`src/rtl/vmba_host_seq_pkg.sv`:
```
// Shared types and constants for the VMBA host-side sequencer.
// Holds op codes, R3CTRL bit positions, FSM states and parameter helpers.
package vmba_host_seq_pkg;

    typedef enum logic [1:0] {
        OP_WR  = 2'b00,
        OP_RD  = 2'b01,
        OP_RST = 2'b10,
        OP_ILL = 2'b11
    } op_e;

    localparam int B_LD     = 0;
    localparam int B_OE     = 1;
    localparam int B_DEVRST = 2;

    typedef enum logic [2:0] {
        ST_IDLE   = 3'd0,
        ST_SETUP  = 3'd1,
        ST_STROBE = 3'd2,
        ST_HOLD   = 3'd3,
        ST_RDWAIT = 3'd4,
        ST_RESP   = 3'd5
    } state_e;

    function automatic int unsigned at_least_one(input int unsigned v);
        return (v == 32'd0) ? 32'd1 : v;
    endfunction

    function automatic int unsigned max4(input int unsigned a, input int unsigned b,
                                         input int unsigned c, input int unsigned d);
        int unsigned m;
        m = a;
        if (b > m) m = b;
        if (c > m) m = c;
        if (d > m) m = d;
        return m;
    endfunction

    function automatic logic [7:0] ctrl_bit(input int idx);
        return 8'h01 << idx;
    endfunction

endpackage

```
`src/rtl/vmba_host_seq_if.sv`:
```
// Request/response handshake bundle between a processor-side master and the sequencer.
interface vmba_host_seq_if;
    logic       req_valid;
    logic       req_ready;
    logic [1:0] req_op;
    logic [1:0] req_dev;
    logic [7:0] req_wdata;
    logic       rsp_valid;
    logic       rsp_ready;
    logic [7:0] rsp_rdata;
    logic       rsp_err;

    modport master (
        output req_valid, req_op, req_dev, req_wdata, rsp_ready,
        input  req_ready, rsp_valid, rsp_rdata, rsp_err
    );

    modport slave (
        input  req_valid, req_op, req_dev, req_wdata, rsp_ready,
        output req_ready, rsp_valid, rsp_rdata, rsp_err
    );
endinterface

```
`src/rtl/vmba_seq_timer.sv`:
```
// Loadable down-counter; 'expired' is high once the count has reached zero.
module vmba_seq_timer #(
    parameter int unsigned W = 2
) (
    input  logic         clk,
    input  logic         rst_n,
    input  logic         load,
    input  logic [W-1:0] load_val,
    output logic         expired
);
    logic [W-1:0] count_r;

    // Count register: load takes priority, otherwise count down and stop at zero.
    always_ff @(posedge clk or negedge rst_n) begin
        if (!rst_n) begin
            count_r <= {W{1'b0}};
        end else if (load) begin
            count_r <= load_val;
        end else if (count_r != {W{1'b0}}) begin
            count_r <= count_r - {{(W-1){1'b0}}, 1'b1};
        end
    end

    assign expired = (count_r == {W{1'b0}});
endmodule

```
`src/rtl/vmba_host_seq.sv`:
```
// Processor-side sequencer: turns single write/read/device-reset requests into
// timed R3CTRL/R4DATA/R5ADDR sequences towards the VMBA and returns a response.
module vmba_host_seq
    import vmba_host_seq_pkg::*;
#(
    parameter int unsigned SETUP_CYC  = 1,
    parameter int unsigned STROBE_CYC = 2,
    parameter int unsigned HOLD_CYC   = 1,
    parameter int unsigned READ_WAIT  = 2
) (
    input  logic            clk,
    input  logic            rst,
    vmba_host_seq_if.slave  bus,
    output logic [7:0]      R3CTRL,
    output logic [7:0]      R4DATA,
    output logic [7:0]      R5ADDR,
    input  logic [7:0]      AMBAOUT,
    output logic            busy
);
    localparam int unsigned S_EFF = at_least_one(SETUP_CYC);
    localparam int unsigned P_EFF = at_least_one(STROBE_CYC);
    localparam int unsigned H_EFF = at_least_one(HOLD_CYC);
    localparam int unsigned R_EFF = at_least_one(READ_WAIT);
    localparam int unsigned TW    = $clog2(max4(S_EFF, P_EFF, H_EFF, R_EFF)) + 1;

    // Timer counts down to zero, so a phase of N cycles loads N-1.
    localparam logic [TW-1:0] S_LD = TW'(S_EFF - 1);
    localparam logic [TW-1:0] P_LD = TW'(P_EFF - 1);
    localparam logic [TW-1:0] H_LD = TW'(H_EFF - 1);
    localparam logic [TW-1:0] R_LD = TW'(R_EFF - 1);

    state_e        state_r;
    op_e           op_r;
    logic [7:0]    ctrl_r;
    logic [7:0]    data_r;
    logic [7:0]    addr_r;
    logic [7:0]    rdata_r;
    logic          rsp_valid_r;
    logic          rsp_err_r;
    logic          req_ready_r;
    logic          busy_r;
    logic          load_s;
    logic [TW-1:0] load_val_s;
    logic          expired_s;

    vmba_seq_timer #(.W(TW)) u_timer (
        .clk      (clk),
        .rst_n    (rst),
        .load     (load_s),
        .load_val (load_val_s),
        .expired  (expired_s)
    );

    // Timer reload: preset for SETUP while idle, then for the next phase on each expiry.
    always_comb begin
        load_s     = 1'b0;
        load_val_s = {TW{1'b0}};
        case (state_r)
            ST_IDLE: begin
                load_s     = 1'b1;
                load_val_s = S_LD;
            end
            ST_SETUP: begin
                load_s     = expired_s;
                load_val_s = (op_r == OP_RD) ? R_LD : P_LD;
            end
            ST_STROBE: begin
                load_s     = expired_s;
                load_val_s = H_LD;
            end
            default: begin
                load_s     = 1'b0;
                load_val_s = {TW{1'b0}};
            end
        endcase
    end

    // Sequencer FSM with all bus and response outputs registered.
    always_ff @(posedge clk or negedge rst) begin
        if (!rst) begin
            state_r     <= ST_IDLE;
            op_r        <= OP_WR;
            ctrl_r      <= 8'h00;
            data_r      <= 8'h00;
            addr_r      <= 8'h00;
            rdata_r     <= 8'h00;
            rsp_valid_r <= 1'b0;
            rsp_err_r   <= 1'b0;
            req_ready_r <= 1'b1;
            busy_r      <= 1'b0;
        end else begin
            case (state_r)
                ST_IDLE: begin
                    if (bus.req_valid) begin
                        op_r        <= op_e'(bus.req_op);
                        req_ready_r <= 1'b0;
                        busy_r      <= 1'b1;
                        case (op_e'(bus.req_op))
                            OP_WR: begin
                                state_r <= ST_SETUP;
                                addr_r  <= {6'b000000, bus.req_dev};
                                data_r  <= bus.req_wdata;
                            end
                            OP_RD: begin
                                state_r <= ST_SETUP;
                                addr_r  <= {2'b00, bus.req_dev, 4'h0};
                                data_r  <= 8'h00;
                                ctrl_r  <= ctrl_bit(B_OE);
                            end
                            OP_RST: begin
                                state_r <= ST_SETUP;
                                addr_r  <= {6'b000000, bus.req_dev};
                                data_r  <= 8'h00;
                            end
                            default: begin
                                // Illegal op: answer with an error, never touch the bus.
                                state_r     <= ST_RESP;
                                rsp_valid_r <= 1'b1;
                                rsp_err_r   <= 1'b1;
                                rdata_r     <= 8'h00;
                            end
                        endcase
                    end
                end
                ST_SETUP: begin
                    if (expired_s) begin
                        if (op_r == OP_RD) begin
                            state_r <= ST_RDWAIT;
                        end else begin
                            state_r <= ST_STROBE;
                            ctrl_r  <= (op_r == OP_RST) ? ctrl_bit(B_DEVRST) : ctrl_bit(B_LD);
                        end
                    end
                end
                ST_STROBE: begin
                    if (expired_s) begin
                        state_r <= ST_HOLD;
                        ctrl_r  <= 8'h00;
                    end
                end
                ST_HOLD: begin
                    if (expired_s) begin
                        state_r     <= ST_RESP;
                        addr_r      <= 8'h00;
                        data_r      <= 8'h00;
                        rdata_r     <= 8'h00;
                        rsp_err_r   <= 1'b0;
                        rsp_valid_r <= 1'b1;
                    end
                end
                ST_RDWAIT: begin
                    if (expired_s) begin
                        state_r     <= ST_RESP;
                        ctrl_r      <= 8'h00;
                        addr_r      <= 8'h00;
                        rdata_r     <= AMBAOUT;
                        rsp_err_r   <= 1'b0;
                        rsp_valid_r <= 1'b1;
                    end
                end
                ST_RESP: begin
                    if (bus.rsp_ready) begin
                        state_r     <= ST_IDLE;
                        rsp_valid_r <= 1'b0;
                        rsp_err_r   <= 1'b0;
                        rdata_r     <= 8'h00;
                        req_ready_r <= 1'b1;
                        busy_r      <= 1'b0;
                    end
                end
                default: begin
                    state_r     <= ST_IDLE;
                    ctrl_r      <= 8'h00;
                    data_r      <= 8'h00;
                    addr_r      <= 8'h00;
                    rdata_r     <= 8'h00;
                    rsp_valid_r <= 1'b0;
                    rsp_err_r   <= 1'b0;
                    req_ready_r <= 1'b1;
                    busy_r      <= 1'b0;
                end
            endcase
        end
    end

    assign R3CTRL        = ctrl_r;
    assign R4DATA        = data_r;
    assign R5ADDR        = addr_r;
    assign busy          = busy_r;
    assign bus.req_ready = req_ready_r;
    assign bus.rsp_valid = rsp_valid_r;
    assign bus.rsp_rdata = rdata_r;
    assign bus.rsp_err   = rsp_err_r;
endmodule

```
`src/flat_wrapper.sv`:
```
// flat-port wrapper written by rule: the top's interface ports become plain ports
module vmba_host_seq_flat import vmba_host_seq_pkg::*;
#(
    parameter int unsigned SETUP_CYC  = 1,
    parameter int unsigned STROBE_CYC = 2,
    parameter int unsigned HOLD_CYC   = 1,
    parameter int unsigned READ_WAIT  = 2
)
  (clk, rst, R3CTRL, R4DATA, R5ADDR, AMBAOUT, busy, bus_req_valid, bus_req_op, bus_req_dev, bus_req_wdata, bus_rsp_ready, bus_req_ready, bus_rsp_valid, bus_rsp_rdata, bus_rsp_err);
  vmba_host_seq_if bus_i ();
  input  logic clk;
  input  logic rst;
  output logic [7:0] R3CTRL;
  output logic [7:0] R4DATA;
  output logic [7:0] R5ADDR;
  input  logic [7:0] AMBAOUT;
  output logic busy;
  input wire logic [$bits(bus_i.req_valid)-1:0] bus_req_valid;
  input wire logic [$bits(bus_i.req_op)-1:0] bus_req_op;
  input wire logic [$bits(bus_i.req_dev)-1:0] bus_req_dev;
  input wire logic [$bits(bus_i.req_wdata)-1:0] bus_req_wdata;
  input wire logic [$bits(bus_i.rsp_ready)-1:0] bus_rsp_ready;
  output wire logic [$bits(bus_i.req_ready)-1:0] bus_req_ready;
  output wire logic [$bits(bus_i.rsp_valid)-1:0] bus_rsp_valid;
  output wire logic [$bits(bus_i.rsp_rdata)-1:0] bus_rsp_rdata;
  output wire logic [$bits(bus_i.rsp_err)-1:0] bus_rsp_err;
  assign bus_i.req_valid = bus_req_valid;
  assign bus_i.req_op = bus_req_op;
  assign bus_i.req_dev = bus_req_dev;
  assign bus_i.req_wdata = bus_req_wdata;
  assign bus_i.rsp_ready = bus_rsp_ready;
  assign bus_req_ready = bus_i.req_ready;
  assign bus_rsp_valid = bus_i.rsp_valid;
  assign bus_rsp_rdata = bus_i.rsp_rdata;
  assign bus_rsp_err = bus_i.rsp_err;
  vmba_host_seq #(.SETUP_CYC(SETUP_CYC), .STROBE_CYC(STROBE_CYC), .HOLD_CYC(HOLD_CYC), .READ_WAIT(READ_WAIT)) u_core (.clk(clk), .rst(rst), .bus(bus_i), .R3CTRL(R3CTRL), .R4DATA(R4DATA), .R5ADDR(R5ADDR), .AMBAOUT(AMBAOUT), .busy(busy));
endmodule
```
`config.mk`:
```
export PLATFORM = sky130hd
export DESIGN_NAME = vmba_host_seq_flat
export DESIGN_NICKNAME = d
export VERILOG_FILES = /design/src/rtl/vmba_host_seq_pkg.sv /design/src/rtl/vmba_host_seq_if.sv /design/src/rtl/vmba_seq_timer.sv /design/src/rtl/vmba_host_seq.sv /design/src/flat_wrapper.sv
export SDC_FILE = /design/constraint.sdc
export NUM_CORES = 1
export LEC_CHECK = 0
export ABC_AREA = 1
export BUFFER_PORTS_ARGS = -buffer_cell sky130_fd_sc_hd__buf_2
export CORE_ASPECT_RATIO = 2
export CORE_MARGIN = 4
export CORE_UTILIZATION = 45
export DETAILED_ROUTE_END_ITERATION = 10
export GPL_ROUTABILITY_DRIVEN = 0
export GPL_TIMING_DRIVEN = 0
export HOLD_SLACK_MARGIN = 0.06
export PLACE_DENSITY = 0.73
export SYNTH_ARGS = -nofsm -noshare
export SYNTH_HDL_FRONTEND = slang
export SYNTH_HIERARCHICAL = 1
export SYNTH_SLANG_ARGS = --single-unit
```
`constraint.sdc`:
```
create_clock -name clk -period 1.9 [get_ports clk]
set_input_delay 0.095 -clock clk [delete_from_list [all_inputs] [get_ports clk]]
set_output_delay 0.095 -clock clk [all_outputs]
set_load 0.01 [all_outputs]
```
==> run_results.csv, run 1 <==
group,metric,value,unit
critical_path,r2r_slack,0.33,ns
clock_tree,clk_latency,0.28,ns
synthesis,synth-seq-area-share,42.3,%
route,post_drt_wl_per_cell,11.8,um
place,place_hpwl,3710,um
clock_tree,postCtsSetupRepairBufs,0,
timing,tightest_slew,0.775,ns
cells_and_area,syn_to_final_growth,23.4,%
clock_tree,ctsHoldBuffers,1,
run,drv_cap,0,
synthesis,synth_warnings,6,
clock_tree,cts_tree,"yes",
floorplanning,initial_utilization,46.5,%
critical_path,r2r_cells,8,
hold_path,hold_path.class,"in2reg",
power,switchingPower,0.00200,W
critical_path,crit_required,2.13,ns
cells_and_area,nets,371,
synthesis,synth_seq_cells,34,
place,placed_cell_area,2370,um2
hold_path,hold_start,"bus_req_op[1]",
critical_path,critical_path_class,"reg2reg",
route,detail_route.vias_per_cell,4.78,
floorplanning,fp.dieArea,5680,um2
critical_path,path_cells,"inv_1 > ha_1 > inv_1 > a21oi_1 > inv_1 > nand2_1 > nand2_1 > nand2_1",
synthesis,synthArstFlopShare,100,%
hold_path,holdPathStages,3,
global_route,grt_usage,17.5,%
critical_path,slowest_delay,0.39,ns
power,power.total,0.00422,W
place,port_buffers,50,
clock_tree,clock-sinks,34,
clock_tree,ctsResizeCount,0,
synthesis,synth-edff-count,0,
hold_path,hold_end,"u_core/op_r[1]$_DFFE_PN0P_",
route,drc_errors,0,
synthesis,ys_dominant_reg_cell,"dfrtp_1",
timing,setup_viol,0,
critical_path,start_kind,"register",
clock_tree,numCtsBuffers,5,
timing,period_needed,1.57,ns
power,swShare,47.4,%
power,power_density,1700,nW/um2
floorplanning,core_area,4340,um2
clock_tree,cts_max_level,2,
timing,whs,0.0751,ns
timing,finClkSkew,0.00447,ns
critical_path,r2r-end,"u_core/u_timer/count_r[0]$_DFFE_PN0P_",
timing,drv_slew,0,
power,p_seq_share,29.1,%
timing,post-route-period-util,82.9,%
route,ant_nets,0,
timing,finalHoldViolations,0,
route,first_pass_iters,4,
power,p_int,0.00222,W
critical_path,arrival,1.80,ns
power,p_clk_share,14.7,%
timing,fmax,635,MHz
floorplanning,pin_count,60,
route,wirelength,4690,um
synthesis,synthMostInstantiatedCell,"nand2_1",
synthesis,syn_inst,275,
cells_and_area,final_area,2490,um2
cells_and_area,multiInputGateArea,985,um2
global_route,grt_pass1_vias,1864,
power,comb_power_share,56.1,%
global_route,grt_pass1_wl,7960,um
route,routed-via-count,1898,
global_route,grt_start_max_net_pins,35,
synthesis,yosys.area.top_type,"dfrtp_1",
cells_and_area,drive_above_1_share,27.1,%
synthesis,syn_area_per_cell,7.33,um2
floorplanning,chipWidth,55.3,um
synthesis,netlist_top_cells_count,"nand2_1, nand3_1, dfrtp_1",
power,p_leak,1.51,nW
timing,tns,0,ns
clock_tree,clk_path_buf_depth,2,
synthesis,synth_top_area_share,41.0,%
critical_path,r2r-start,"u_core/u_timer/count_r[0]$_DFFE_PN0P_",
critical_path,crit_slowest_cell,"dfrtp_1",
global_route,antenna_found_initial,0,
critical_path,cp-end-kind,"register",
synthesis,synthesis.area,2020,um2
global_route,gr-total-overflow,0,
synthesis,synth.distinct_cells,24,
cells_and_area,n_antenna_cell,0,
clock_tree,cts.clk_slew.worst_paths,0.07,ns
power,irDropWorstVdd,0.892,mV
cells_and_area,regArea,852,um2
critical_path,critPathMaxFanout,5,
floorplanning,std_cell_rows,34,
timing,maxSlewHeadroom,48.4,%
floorplanning,fp.dieH,103,um
route,drt_iter0_drc,59,
clock_tree,root_buffer,"clkbuf_8",
timing,rsz0062_at_grt,"no",
cells_and_area,fillers,440,
status,run_status,"finished, final reports clean",
synthesis,synthTopCellsByArea,"dfrtp_1, nand2_1, nand3_1",
## sequential cells by signal (all words and copies together) (netlist names)
name,count
u_core/R4DATA,8
u_core/bus.rsp_rdata,8
u_core/R5ADDR,4
u_core/R3CTRL,3
u_core/state_r,3
u_core/op_r,2
u_core/u_timer/count_r,2
u_core/bus.req_ready,1
u_core/bus.rsp_err,1
u_core/bus.rsp_valid,1
u_core/busy,1
## metal layers
layer	routed length [um]	GRT usage [%]
met4	140	9.74
met3	268	4.14
met5	0	0
met2	2620	33.3
met1	1660	17.0
## final cells by class
cell class	instances	area share [%]
Timing Repair Buffer	51	10.5
Inverter	30	4.53
Multi-Input combinational cell	206	39.6
Clock buffer	8	4.43
Buffer	14	4.02
Tap cell	54	2.72
Sequential cell	34	34.3
## cell usage in the layout, fill, tap and decap left out, types with 2 or more instances in the layout
cell type / n
a21oi_1: 3
nand3_2: 3
buf_4: 12
nand4_1: 6
dfrtp_1: 33
nor2_4: 2
nor2_1: 31
buf_2: 52
nand3_1: 35
inv_2: 3
nor3_1: 3
nand2_4: 2
inv_1: 26
nand2_1: 87
nor2_2: 3
nand2_2: 5
clkbuf_8: 8
o21ai_0: 8
ha_1: 5
conb_1: 10
## critical path, delay by kind of cell, from the launching register on
| kind | cells | cell delay [ns] |
|---|---|---|
| fa+ha+maj | 1 | 0.24 |
| compound gates | 1 | 0.33 |
| flops | 1 | 0.39 |
| buf+inv | 3 | 0.33 |
| simple gates | 3 | 0.23 |
## power by group through the flow
| stage | clock network (W) | registers [W] | logic, W |
|---|---|---|---|
| after global routing | 0.000675 | 0.00128 | 0.00266 |
| after CTS | 0.000642 | 0.00124 | 0.00238 |
| after detailed placement | 0 | 0.00125 | 0.00237 |
| after floorplan | 0 | 0.00136 | 0.00157 |
| final | 0.000621 | 0.00123 | 0.00237 |
| after global placement | 0 | 0.00123 | 0.00232 |
## metrics by stage
step	utilization (%)	instances	setup WS [ns]
floorplan	-	284	0.574
detailed placement	54.6	388	0.347
global placement	54.6	388	0.374
global route	57.3	397	0.183
finish	57.3	397	0.326
CTS	57.3	397	0.319
## logic make-up (layout without fill, tap and decap cells)
kind of cell | count (synthesis) | in the layout | share of synthesized area (%)
fa+ha+maj | 5 | 5 | 3.10
compound gates | 12 | 12 | 3.17
buf+inv | 44 | 103 | 10.6
other cells | 1 | 10 | 0.186
flops | 34 | 34 | 42.3
simple gates | 179 | 179 | 40.7
## worst max path at each step
stage / from / to / slack [ns]
3_3_place_gp: u_core/u_timer/count_r[0]$_DFFE_PN0P_ / u_core/u_timer/count_r[0]$_DFFE_PN0P_ / 0.37
4_1_cts: u_core/u_timer/count_r[0]$_DFFE_PN0P_ / u_core/u_timer/count_r[0]$_DFFE_PN0P_ / 0.32
6_report: u_core/u_timer/count_r[0]$_DFFE_PN0P_ / u_core/u_timer/count_r[0]$_DFFE_PN0P_ / 0.33
5_1_grt: u_core/u_timer/count_r[0]$_DFFE_PN0P_ / u_core/u_timer/count_r[1]$_DFFE_PN0P_ / 0.18
2_1_floorplan: u_core/u_timer/count_r[0]$_DFFE_PN0P_ / u_core/u_timer/count_r[1]$_DFFE_PN0P_ / 0.57
3_5_place_dp: u_core/u_timer/count_r[0]$_DFFE_PN0P_ / u_core/u_timer/count_r[0]$_DFFE_PN0P_ / 0.35
No activity file was read; power rests on OpenSTA's default activity.
==> run 2, diff against run 1 <==
- ABC_AREA: 1 -> 0
- PLACE_DENSITY: 0.73 -> 0.77
- clock period: 1.9 -> 1.4 ns (I/O delays scaled with it)
==> run 2 against run 1 <==
  * The flow now finishes with violations (setup timing)
  * Die area decreased by 8.7%
  * First-iteration DRC count decreased by 64%
  * Utilization increased by 16 points
  * Critical path depth decreased by 1
  * Global-route usage increased by 4.8 points
  * Largest cell class unchanged
  * Clock skew about the same
==> run_results.csv, run 2 <==
group,metric,value,unit
status,run_status,"finished, violations left",
status,violations,"setup timing",
clock_tree,cts_max_level,2,
run,drv_cap,0,
clock_tree,cts_tree,"yes",
route,route.top_layer_used,"met4",
timing,finalHoldViolations,0,
cells_and_area,final_cell_mix,"buf_2, dfrtp_1, buf_4, dlygate4sd3_1",
floorplanning,fp.dieArea,5180,um2
synthesis,synth-seq-area-share,46.9,%
critical_path,critical_path_class,"reg2reg",
timing,period_needed,1.78,ns
critical_path,arrival,1.96,ns
route,detail_route.vias_per_cell,5.18,
global_route,grt_pass1_wl,8630,um
floorplanning,chipWidth,52.9,um
route,drt_iter0_drc,21,
cells_and_area,nets,315,
synthesis,netlist_top_cells_count,"dfrtp_1, inv_1, o21ai_0",
floorplanning,core_area,3880,um2
synthesis,synth_top_area_share,45.4,%
cells_and_area,layout.cells.non_filler,337,
clock_tree,root_buffer,"clkbuf_8",
power,power_density,2150,nW/um2
timing,finClkSkew,0.00490,ns
clock_tree,cts.clk_slew.worst_paths,0.07,ns
timing,post-route-period-util,127,%
place,placed_cell_area,2240,um2
timing,maxSlewHeadroom,49.6,%
floorplanning,std_cell_rows,32,
synthesis,synthesis.area,1820,um2
synthesis,synth.distinct_cells,45,
global_route,antenna_found_initial,0,
synthesis,synthTopCellsByArea,"dfrtp_1, a22o_1, buf_4",
route,drc_errors,0,
timing,fmax,562,MHz
route,wirelength_met1,1920,um
critical_path,r2r-start,"u_core/u_timer/count_r[0]$_DFFE_PN0P_",
route,wirelength,5370,um
timing,setup_viol,33,
synthesis,synth-edff-count,0,
timing,drv_slew,0,
critical_path,cp-end-kind,"register",
cells_and_area,drive_above_1_share,50.3,%
place,place_hpwl,3170,um
route,routed-via-count,1746,
route,post_drt_wl_per_cell,15.9,um
global_route,grt_pass1_vias,1880,
synthesis,synth_warnings,6,
power,p_leak,1.45,nW
cells_and_area,mostFrequentLayoutCell,"buf_2",
power,irDropWorstVdd,1.59,mV
clock_tree,clk_path_buf_depth,2,
synthesis,synthArstFlopShare,100,%
floorplanning,pin_count,60,
critical_path,start_kind,"register",
timing,rsz0062_at_grt,"yes",
synthesis,syn_inst,180,
critical_path,critPathMaxFanout,6,
place,place_inst,290,
critical_path,crit_required,1.58,ns
clock_tree,numCtsBuffers,5,
route,dr_wl_met2,3070,um
cells_and_area,syn_to_final_growth,56.7,%
critical_path,r2r_slack,-0.38,ns
timing,tns,-7.97,ns
synthesis,ys_dominant_reg_cell,"dfrtp_1",
critical_path,crit_start,"u_core/u_timer/count_r[0]$_DFFE_PN0P_",
clock_tree,clock-sinks,34,
hold_path,hold_start,"AMBAOUT[6]",
route,first_pass_iters,4,
hold_path,hold_path.class,"in2reg",
cells_and_area,final_core_util,73.4,%
cells_and_area,final_area,2850,um2
route,wl_met3,200,um
global_route,gr-total-overflow,0,
synthesis,synth_seq_cells,34,
global_route,grt_start_max_net_pins,35,
timing,fin_ws,-0.380,ns
synthesis,syn_area_per_cell,10.1,um2
floorplanning,fp.dieH,97.9,um
cells_and_area,n_antenna_cell,0,
synthesis,synthMostInstantiatedCell,"dfrtp_1",
timing,tightest_slew,0.756,ns
route,ant_nets,0,
global_route,grt_usage,22.3,%
floorplanning,initial_utilization,46.8,%
synthesis,yosys.area.top_type,"dfrtp_1",
place,port_buffers,50,
clock_tree,clk_latency,0.29,ns
## run 2: cell count changes after synthesis, moves of 5 or more
cell	previous run	this run
a22o_1	0	12
nor2_1	31	8
o21ai_0	8	15
nand2_1	87	11
inv_1	26	16
nand3_1	35	0
nand2_2	5	0
## run 2: final timing paths
check / end / depth (start not counted)
setup / recovery: u_core/R5ADDR[4]$_DFFE_PN0P_ / 7
hold / removal: u_core/bus.rsp_rdata[6]$_DFFE_PN0P_ / 3
setup reg to reg: u_core/R5ADDR[4]$_DFFE_PN0P_ / 7
hold reg to reg: u_core/bus.req_ready$_DFFE_PN1P_ / 2
max in group asynchronous: u_core/state_r[2]$_DFFE_PN0P_ / 2
min in group asynchronous: u_core/bus.rsp_rdata[2]$_DFFE_PN0P_ / 2
## run 2: layer usage
| metal | vias to the layer above | track usage (%) |
|---|---|---|
| met5 | - | 0 |
| met4 | 0 | 13.4 |
| met3 | 14 | 3.51 |
| met2 | 49 | 39.6 |
| met1 | 861 | 23.1 |
| li1 | 822 | - |
## run 2: critical path: stages (launching register included)
cell and delay, ns:
dfrtp_1 0.36, inv_2 0.05, ha_4 0.15, buf_6 0.12, a21o_1 0.19, a221o_1 0.36
and4_1 0.18, a22o_1 0.24
## run 2: final cells by class
cell class | instances | area, um2
plain buffers | 18 | 148
clock buffers | 6 | 72.6
clock inverters | 1 | 7.51
fillers | 284 | 1030
inverters | 17 | 63.8
multi-input cells | 120 | 1030
flip-flops and latches | 34 | 855
well taps | 51 | 63.8
repair buffers | 90 | 608
## run 2: where the power goes
part	total (W)	switching, W	leakage [nW]	internal [W]
registers	0.00157	0.000215	0.440	0.00136
clock network	0.000685	0.000344	0.0373	0.000340
logic	0.00387	0.00193	0.976	0.00195
## run 2: what timing repair did
| item | in CTS | in global routing |
|---|---|---|
| setup endpoints to repair | 33 | 33 |
| pin swaps | 13 | 22 |
| resized for setup | 43 | 9 |
| setup buffers | 23 | 3 |
| hold endpoints to repair | 49 | 0 |
| hold buffers | 15 | 0 |
## run 2: through the flow
step	total power (W)	hold slack, ns	setup WS [ns]
global placement	0.00411	0.189	-0.604
CTS	0.00580	0.0606	-0.372
detailed placement	0.00415	0.204	-0.592
finish	0.00613	0.0721	-0.380
global route	0.00650	0.0683	-0.434
floorplan	0.00347	-0.226	-0.393
## run 2: logic make-up (layout without fill, tap and decap cells)
group	Yosys count	count (layout)	synth area share, %
xor+xnor	2	2	0.964
mux	9	9	5.37
flops	34	34	46.9
compound gates	47	47	18.7
buf+inv	35	132	9.70
other cells	1	10	0.206
fa+ha+maj	5	5	3.44
simple gates	47	47	14.7
==> run 3, diff against run 2 <==
- REMOVE_ABC_BUFFERS: not set -> 1
==> run 3 against run 2 <==
  * The run still ends with setup timing left
  * Register-to-register slack got worse by 0.03 ns
  * Clock-buffer cell count increased by 2
  * Sequential share of layout area increased by 0.22 points
  * Hold slack improved by 0.012 ns
  * Cell count decreased by 1.5%
  * Non-clock buffer count decreased by 6
  * Via count increased by 2.5%
  * Sequential power increased by 5%
  * Clock skew decreased by 0.0025 ns
  * Critical path depth decreased by 1
==> run_results.csv, run 3 (same netlist as run 2, synthesis figures left out) <==
group,metric,value,unit
cells_and_area,n_antenna_cell,0,
route,ant_nets,0,
critical_path,crit_start,"u_core/state_r[2]$_DFFE_PN0P_",
cells_and_area,mostFrequentLayoutCell,"buf_2",
floorplanning,pin_count,60,
hold_path,hold_path.class,"in2reg",
power,comb_power_share,61.0,%
global_route,grt_start_max_net_pins,35,
clock_tree,clk_path_buf_depth,2,
power,swShare,39.5,%
cells_and_area,final_area,2850,um2
timing,finClkSkew,0.00241,ns
cells_and_area,drive_above_1_share,46.6,%
route,post_drt_wl_per_cell,17.3,um
power,irDropWorstVdd,1.39,mV
timing,fin_ws,-0.409,ns
global_route,gr-total-overflow,0,
critical_path,crit_required,1.57,ns
floorplanning,initial_utilization,46.8,%
floorplanning,fp.dieArea,5180,um2
status,violations,"setup timing",
critical_path,cp-end-kind,"register",
route,wirelength,5740,um
clock_tree,numCtsBuffers,5,
cells_and_area,nets,309,
floorplanning,chipWidth,52.9,um
clock_tree,clock-sinks,34,
global_route,grt_usage,21.2,%
critical_path,critical_path_class,"reg2reg",
global_route,grt_pass1_vias,1809,
timing,post-route-period-util,129,%
route,detail_route.vias_per_cell,5.39,
run,drv_cap,0,
timing,maxSlewHeadroom,50.2,%
floorplanning,core_area,3880,um2
floorplanning,std_cell_rows,32,
place,place_hpwl,2860,um
global_route,antenna_found_initial,0,
place,port_buffers,50,
clock_tree,clk_latency,0.29,ns
critical_path,r2r-start,"u_core/state_r[2]$_DFFE_PN0P_",
critical_path,critPathMaxFanout,14,
floorplanning,fp.dieH,97.9,um
timing,drv_slew,0,
clock_tree,cts.clk_slew.worst_paths,0.07,ns
timing,whs,0.0838,ns
timing,fmax,553,MHz
place,placed_cell_area,2050,um2
power,p_leak,1.42,nW
power,p_clk_share,13.2,%
power,power_density,2240,nW/um2
clock_tree,root_buffer,"clkbuf_8",
route,drc_errors,0,
power,switchingPower,0.00252,W
critical_path,arrival,1.98,ns
clock_tree,cts_max_level,2,
power,power.total,0.00638,W
hold_path,hold_start,"bus_req_op[0]",
power,p_int,0.00386,W
cells_and_area,syn_to_final_growth,56.7,%
route,routed-via-count,1790,
timing,finalHoldViolations,0,
timing,period_needed,1.81,ns
clock_tree,cts_tree,"yes",
global_route,grt_pass1_wl,8270,um
route,drt_iter0_drc,84,
cells_and_area,final_cell_mix,"buf_2, dfrtp_1, buf_4, dlygate4sd3_1, inv_1",
status,run_status,"finished, violations left",
critical_path,start_kind,"register",
timing,rsz0062_at_grt,"yes",
power,p_seq_share,25.8,%
timing,setup_viol,33,
timing,tightest_slew,0.746,ns
route,first_pass_iters,4,
[run 3: changes by cell type in the layout (fill, tap and decap cells not counted), moves of 2 or more]
cell	change
buf_4	-8
buf_6	+2
clkbuf_1	-2
clkbuf_8	+2
dfrtp_4	+2
dlygate4sd3_1	+4
inv_2	-2
o21ai_0	+3
o21ai_1	+5
o21ai_2	-9
[run 3: path summary, 6_finish.rpt]
check | slack, ns | cells past startpoint | endpoint
worst max-delay path | -0.41 | 6 | u_core/state_r[0]$_DFFE_PN0P_
worst min-delay path | 0.08 | 2 | u_core/op_r[0]$_DFFE_PN0P_
worst max register to register | -0.41 | 6 | u_core/state_r[0]$_DFFE_PN0P_
worst min register to register | 0.51 | 1 | u_core/R4DATA[5]$_DFFE_PN0P_
max in group asynchronous | 0.46 | 2 | u_core/state_r[2]$_DFFE_PN0P_
min in group asynchronous | 0.39 | 2 | u_core/busy$_DFFE_PN0P_
[run 3: critical path, cell delays in order, from the launching register on]
cell	delay, ns
dfrtp_4	0.53
buf_6	0.15
mux2i_2	0.17
a211oi_4	0.28
buf_4	0.25
o21ai_0	0.11
a22o_1	0.20
[run 3: layout make-up]
class / count / area, um2
clock buffer: 8 / 110
fill: 272 / 1030
inverter: 17 / 66.3
multi-input combinational: 120 / 1000
sequential: 34 / 861
tap: 51 / 63.8
timing repair buffer: 102 / 743
[run 3: stage by stage]
step / utilization (%) / setup WS, ns / setup TNS, ns / cells
after floorplan: - / -0.910 / -14.20 / 171
after global placement: 52.9 / -1.43 / -26.69 / 272
after detailed placement: 52.9 / -1.45 / -27.73 / 272
after CTS: 69.2 / -0.303 / -7.24 / 322
after global routing: 73.4 / -0.441 / -11.77 / 332
final: 73.4 / -0.409 / -10.84 / 332
[run 3: power groups by stage]
stage | clock [W] | sequential (W) | combinational [W]
detailed placement | 0 | 0.00173 | 0.00203
global route | 0.000902 | 0.00169 | 0.00412
floorplan | 0 | 0.00178 | 0.00131
finish | 0.000841 | 0.00165 | 0.00389
CTS | 0.000862 | 0.00162 | 0.00313
global placement | 0 | 0.00171 | 0.00198
[run 3: timing repair]
action,in CTS,in global routing
setup buffers,23,10
endpoints found under the hold margin,53,0
pin swaps,13,10
gates resized for setup,39,25
setup endpoints to repair,34,33
hold buffers,19,0
[run 3: layer usage]
layer,up-vias,GRT usage (%),wire (um)
li1,810,-,-
met1,895,21.5,1950
met2,74,39.2,3350
met3,11,4.12,305
met4,0,9.65,135
met5,-,0,0
